**src/rtl/pipe_pkg.sv**
```systemverilog
// Shared decode constants, FSM state type and operand-use helpers for the 3-stage pipeline.
package pipe_pkg;

    localparam int unsigned XLEN  = 32;
    localparam int unsigned REG_W = 5;
    localparam int unsigned OPC_W = 7;

    localparam logic [OPC_W-1:0] OP_LUI   = 7'b0110111;
    localparam logic [OPC_W-1:0] OP_AUIPC = 7'b0010111;
    localparam logic [OPC_W-1:0] OP_JAL   = 7'b1101111;
    localparam logic [OPC_W-1:0] OP_R     = 7'b0110011;
    localparam logic [OPC_W-1:0] OP_S     = 7'b0100011;
    localparam logic [OPC_W-1:0] OP_B     = 7'b1100011;

    localparam logic [1:0] WB_SEL_LOAD = 2'b01;

    typedef enum logic {
        RUN      = 1'b0,
        MEM_WAIT = 1'b1
    } hz_state_t;

    // Per-cycle stage controls produced by the sequencer
    typedef struct packed {
        logic forA;
        logic forB;
        logic stallIf;
        logic stallDe;
        logic stallMw;
        logic flushDe;
        logic flushMw;
        logic memErr;
    } hz_ctrl_t;

    // rs1 is a real source for everything except the U-type and JAL formats
    function automatic logic uses_rs1(input logic [XLEN-1:0] ir);
        logic [OPC_W-1:0] op;
        op = ir[OPC_W-1:0];
        return !((op == OP_LUI) || (op == OP_AUIPC) || (op == OP_JAL));
    endfunction

    // rs2 is only read by register-register ALU ops, stores and branches
    function automatic logic uses_rs2(input logic [XLEN-1:0] ir);
        logic [OPC_W-1:0] op;
        op = ir[OPC_W-1:0];
        return (op == OP_R) || (op == OP_S) || (op == OP_B);
    endfunction

endpackage

```
**src/rtl/hazard_detect.sv**
```systemverilog
// Combinational RAW detection between the MW write-back and the DE/EX source operands.
module hazard_detect
    import pipe_pkg::*;
(
    input  logic [XLEN-1:0] oldIR,
    input  logic [XLEN-1:0] newIR,
    input  logic            reg_wrMW,
    input  logic [1:0]      wb_selMW,
    output logic            hitA_c,
    output logic            hitB_c,
    output logic            loadUse_c
);

    logic [REG_W-1:0] rd;
    logic [REG_W-1:0] rs1;
    logic [REG_W-1:0] rs2;
    logic             mwWr;
    logic             unusedIrBits;

    // Fields outside the register specifiers and opcode play no part here
    assign unusedIrBits = ^{oldIR[31:12], oldIR[6:0], newIR[31:25], newIR[14:7]};

    // Decode register fields and match MW destination against DE sources
    always_comb begin
        rd        = oldIR[11:7];
        rs1       = newIR[19:15];
        rs2       = newIR[24:20];
        mwWr      = reg_wrMW && (rd != '0);
        hitA_c    = mwWr && uses_rs1(newIR) && (rs1 == rd);
        hitB_c    = mwWr && uses_rs2(newIR) && (rs2 == rd);
        loadUse_c = (hitA_c || hitB_c) && (wb_selMW == WB_SEL_LOAD);
    end

endmodule

```
**src/rtl/hazard_ctrl.sv**
```systemverilog
// Prioritised pipeline sequencer: forwarding, load-use bubble, branch flush,
// multi-cycle data-memory wait with watchdog. Optional perf counters are
// enabled with the HAZARD_PERF_CNT_EN macro.
module hazard_ctrl
    import pipe_pkg::*;
#(
    parameter int unsigned MEM_TIMEOUT = 255,
    parameter int unsigned CNT_W       = 32
) (
    input  logic             clk,
    input  logic             rst_n,
    input  logic [XLEN-1:0]  oldIR,
    input  logic [XLEN-1:0]  newIR,
    input  logic             reg_wrMW,
    input  logic [1:0]       wb_selMW,
    input  logic             br_taken,
    input  logic             dmem_req,
    input  logic             dmem_ack,
    output logic             forA,
    output logic             forB,
    output logic             stall_IF,
    output logic             stall_DE,
    output logic             stall_MW,
    output logic             flush_DE,
    output logic             flush_MW,
    output logic             mem_err,
    output logic             busy
`ifdef HAZARD_PERF_CNT_EN
    ,
    output logic [CNT_W-1:0] perf_stall,
    output logic [CNT_W-1:0] perf_flush,
    output logic [CNT_W-1:0] perf_memwait
`endif
);

    localparam int unsigned WAIT_W = (MEM_TIMEOUT < 2) ? 2 : $clog2(MEM_TIMEOUT + 1);

    hz_state_t         state;
    hz_state_t         nextState;
    logic [WAIT_W-1:0] waitCnt;
    logic [WAIT_W-1:0] nextCnt;
    hz_ctrl_t          ctrl;
    logic              runEval;
    logic              hitA;
    logic              hitB;
    logic              loadUse;

    hazard_detect u_detect (
        .oldIR     (oldIR),
        .newIR     (newIR),
        .reg_wrMW  (reg_wrMW),
        .wb_selMW  (wb_selMW),
        .hitA_c    (hitA),
        .hitB_c    (hitB),
        .loadUse_c (loadUse)
    );

    // State and watchdog counter registers
    always_ff @(posedge clk or negedge rst_n) begin
        if (!rst_n) begin
            state   <= RUN;
            waitCnt <= '0;
        end else begin
            state   <= nextState;
            waitCnt <= nextCnt;
        end
    end

    // Next state, counter update and stage controls
    always_comb begin
        ctrl      = '0;
        nextState = state;
        nextCnt   = waitCnt;
        runEval   = 1'b0;
        case (state)
            RUN: begin
                if (dmem_req && !dmem_ack) begin
                    ctrl.stallIf = 1'b1;
                    ctrl.stallDe = 1'b1;
                    ctrl.stallMw = 1'b1;
                    ctrl.forA    = hitA && !loadUse;
                    ctrl.forB    = hitB && !loadUse;
                    nextState    = MEM_WAIT;
                    nextCnt      = WAIT_W'(1);
                end else begin
                    runEval = 1'b1;
                end
            end
            MEM_WAIT: begin
                if (dmem_ack) begin
                    runEval   = 1'b1;
                    nextState = RUN;
                    nextCnt   = '0;
                end else if ((MEM_TIMEOUT != 0) && (waitCnt >= WAIT_W'(MEM_TIMEOUT))) begin
                    ctrl.memErr  = 1'b1;
                    ctrl.flushMw = 1'b1;
                    nextState    = RUN;
                    nextCnt      = '0;
                end else begin
                    ctrl.stallIf = 1'b1;
                    ctrl.stallDe = 1'b1;
                    ctrl.stallMw = 1'b1;
                    nextCnt      = waitCnt + WAIT_W'(1);
                end
            end
            default: begin
                nextState = RUN;
                nextCnt   = '0;
            end
        endcase

        // Normal pipeline rules: load-use bubble beats a branch resolved from a stale operand
        if (runEval) begin
            ctrl.forA = hitA && !loadUse;
            ctrl.forB = hitB && !loadUse;
            if (loadUse) begin
                ctrl.stallIf = 1'b1;
                ctrl.stallDe = 1'b1;
                ctrl.flushMw = 1'b1;
            end else if (br_taken) begin
                ctrl.flushDe = 1'b1;
            end
        end
    end

    // Outputs forced low while reset is held, without waiting for a clock edge
    assign forA     = rst_n & ctrl.forA;
    assign forB     = rst_n & ctrl.forB;
    assign stall_IF = rst_n & ctrl.stallIf;
    assign stall_DE = rst_n & ctrl.stallDe;
    assign stall_MW = rst_n & ctrl.stallMw;
    assign flush_DE = rst_n & ctrl.flushDe;
    assign flush_MW = rst_n & ctrl.flushMw;
    assign mem_err  = rst_n & ctrl.memErr;
    assign busy     = rst_n & (state == MEM_WAIT);

`ifdef HAZARD_PERF_CNT_EN
    // Saturating event counters
    always_ff @(posedge clk or negedge rst_n) begin
        if (!rst_n) begin
            perf_stall   <= '0;
            perf_flush   <= '0;
            perf_memwait <= '0;
        end else begin
            if (stall_IF && (perf_stall != '1))
                perf_stall <= perf_stall + CNT_W'(1);
            if (flush_DE && (perf_flush != '1))
                perf_flush <= perf_flush + CNT_W'(1);
            if ((state == MEM_WAIT) && (perf_memwait != '1))
                perf_memwait <= perf_memwait + CNT_W'(1);
        end
    end
`else
    logic [CNT_W-1:0] unusedPerfWidth;
    assign unusedPerfWidth = '0;
`endif

endmodule

```
**config.mk**
```make
export PLATFORM = sky130hd
export DESIGN_NAME = hazard_ctrl
export DESIGN_NICKNAME = d
export VERILOG_FILES = /design/src/rtl/pipe_pkg.sv /design/src/rtl/hazard_detect.sv /design/src/rtl/hazard_ctrl.sv
export SDC_FILE = /design/constraint.sdc
export NUM_CORES = 1
export LEC_CHECK = 0
export CORE_MARGIN = 5
export CORE_UTILIZATION = 25
export DETAILED_ROUTE_END_ITERATION = 7
export GPL_ROUTABILITY_DRIVEN = 0
export GPL_TIMING_DRIVEN = 0
export PLACE_DENSITY = 0.75
export SLEW_MARGIN = 15
export SYNTH_ARGS = -nofsm -noshare
export SYNTH_HDL_FRONTEND = slang
export SYNTH_SLANG_ARGS = --single-unit
```
**constraint.sdc**
```tcl
create_clock -name clk -period 1.45 [get_ports clk]
set_input_delay 0.145 -clock clk [delete_from_list [all_inputs] [get_ports clk]]
set_output_delay 0.145 -clock clk [all_outputs]
set_load 0.03 [all_outputs]
```
==> reports/metrics.cfg <==
[timing]
fmax_mhz = 537
relSlewSlack_pct = 72.8
slew_viol_final = 0
rsz0062_at_grt = true
final-setup-viol-count = 9
worstMarginPinSlew_ns = 0.407
finalHoldViolCount = 0
post-route-min-period_ns = 1.86
fin_crit_sh_pct = 128
fin_skew_ns = 0.00737
setup_ws_ns = -0.412

[drt]
drc = 0
drtIter0Drc = 19
wirelength_microns = 2910
post_drt_via_cell_ratio = 5.06
ant_nets = 0
vias = 947
first_pass_iters = 4
wl_per_cell_microns = 15.5

[yosys]
ys_types = 31
ys_ff_latch = 9
synth_fa_ha_area_share_pct = 1.64
synth_top_family_by_area = simple AND/OR/NAND/NOR gates
yosysWarnings = 0
synth_cells = 95
syn_area_per_cell_sq_um = 8.02
synth_area_sq_um = 762
synthesis.nets = 168
yosysSeqAreaShare_pct = 29.6
synth_compound_area_share_pct = 15.3
synth_simple_gate_area_share_pct = 35.0
synth_xor_area_share_pct = 16.1
synth_mux_area_share_pct = 0

[floorplan]
core_sq_um = 2980
die_h_microns = 65.2
dieArea_sq_um = 4250
initial_core_util_pct = 25.6
num_io_pins = 81
rows = 20
die_x_microns = 65.2

[critical_path]
cp_max_fo = 3
cpPeakStageDelay_ns = 0.39
end_kind = output pin
cpMaxStageDelayCell = dfrtp_1
path_common_cell = buf_6
critPathRequiredTime_ns = 1.31
crit_type = flop to output pin
critPathLaunchType = flop
crit_chain = ha_4, nand3_4, nor2_4, buf_6, nand3_4, o21ai_4, nor2_4, buf_6, buf_6
arrival_ns = 1.72
regToRegSetupSlack_ns = -0.17

[worst_hold_path]
hold_class = flop to flop

[clock_tree]
tritoncts = built
clkTransAtPathRegs_ns = 0.06
cts.sinks = 9
cts_max_level = 1
cts_root_buf = clkbuf_4
clockBufferDepth = 2
clkLatencyLatePin_ns = 0.27
numCtsBuffers = 3

[final_layout]
area_growth_pct = 111
layout_commonest_cell = buf_6
post-route-util_pct = 54.0
drive_gt1_share_pct = 49.4
antenna_cells = 0
final_cell_mix = buf_6, buf_4, xnor2_1
nets = 228
instances_no_fill = 187

[outcome]
status = finished, violations left
violations = negative setup slack

[global_route]
gr-total-overflow = 0
grt_usage_pct = 14.5
grt_max_degree = 10
grt_pass1_vias = 1026
grt_first_pass_wirelength_microns = 4840
antenna_found_initial = 0

[placement]
dp_hpwl_microns = 1960
dp.cells = 166
numPortBuffers = 38
place_ws_ns = -1.37

[power]
p_per_area_nw_per_um2 = 520
p_leak_nw = 0.669
ir_drop_mv = 0.407

[run]
drv_cap = 0

==> critical path: cells and delay by family, from the launching register on <==
kind | cells | cell delay (ns)
compound gates | 1 | 0.18
simple gates | 4 | 0.34
buf+inv | 3 | 0.35
fa+ha+maj | 1 | 0.16
flops | 1 | 0.39
==> report_power, final <==
part           internal (mW)  switching [mW]  leakage, nW
sequential             0.264          0.0183        0.120
clock                  0.106          0.0940       0.0150
combinational          0.192           0.162        0.534
==> metrics by stage <==
step,hold slack [ns],power [mW],setup TNS [ns],instance area [sq um]
2_1_floorplan,-0.151,0.411,-0.430,816
3_3_place_gp,0.508,0.542,-9.46,1240
3_5_place_dp,0.528,0.551,-9.86,1240
4_1_cts,0.559,0.805,-2.63,1480
5_1_grt,0.594,0.893,-3.55,1610
6_report,0.566,0.837,-2.65,1610
==> logic make-up after synthesis <==
group | Yosys count
simple gates | 50
fa+ha+maj | 1
compound gates | 17
xor+xnor | 14
flops | 9
buf+inv | 4
==> synthesized netlist by cell type <==
master / count / area [sq um]
a21oi_2: 1 / 8.76
nand3_1: 7 / 35.0
nor2_1: 10 / 37.5
nand2b_1: 4 / 25.0
o21bai_1: 1 / 7.51
o21ai_0: 5 / 25.0
a21oi_1: 2 / 10.0
xnor2_1: 12 / 105
o41ai_2: 1 / 16.3
o211ai_1: 2 / 15.0
buf_4: 1 / 7.51
o22ai_1: 1 / 6.26
or4_1: 1 / 7.51
nand4_1: 1 / 6.26
dfrtp_1: 9 / 225
nor4_1: 3 / 18.8
and2_1: 3 / 18.8
nand4b_1: 1 / 8.76
clkbuf_1: 1 / 3.75
o21ai_1: 1 / 5.00
nor2b_1: 2 / 12.5
a211oi_1: 1 / 7.51
nor3b_1: 1 / 7.51
and3_1: 6 / 37.5
a22o_1: 1 / 8.76
or3b_1: 2 / 17.5
nand2_1: 9 / 33.8
ha_1: 1 / 12.5
inv_1: 2 / 7.51
xor2_1: 2 / 17.5
a31oi_1: 1 / 6.26
==> repair_timing <==
action / CTS / global route
setup endpoints to repair: 13 / 13
resized for setup: 161 / 13
hold buffers: 1 / 0
endpoints found under the hold margin: 9 / 0
pin swaps: 32 / 14
setup buffers: 8 / 9
==> sequential cells by signal, summed over array words and instances (netlist names) <==
| register | cells |
|---|---|
| state | 1 |
| waitCnt | 8 |
==> area by class of cell <==
cell class                      instances  area, sq um
Timing Repair Buffer                   56          526
Buffer                                  1         11.3
Multi-Input combinational cell         82          771
Clock buffer                            4         26.3
Inverter                                2         7.51
Sequential cell                         9          226
Fill cell                             264         1370
Tap cell                               33         41.3
==> final timing paths <==
kind | depth (start not counted) | startpoint | endpoint
max in group asynchronous | 2 | rst_n | state
worst max-delay path | 9 | waitCnt[0] | stall_IF
worst min register to register | 2 | waitCnt[4] | waitCnt[4]
min in group asynchronous | 2 | rst_n | waitCnt[7]
worst max register to register | 9 | waitCnt[0] | waitCnt[0]
worst min-delay path | 2 | waitCnt[4] | waitCnt[4]
==> metal layers <==
layer  GRT usage, %  up-vias  wire, microns
met4           2.85        0             61
met2           26.4       36           1520
li1               -      456              -
met5              0        -              0
met1           16.6      447           1110
met3           4.62        8            214
(Power assumes the default switching activity.)
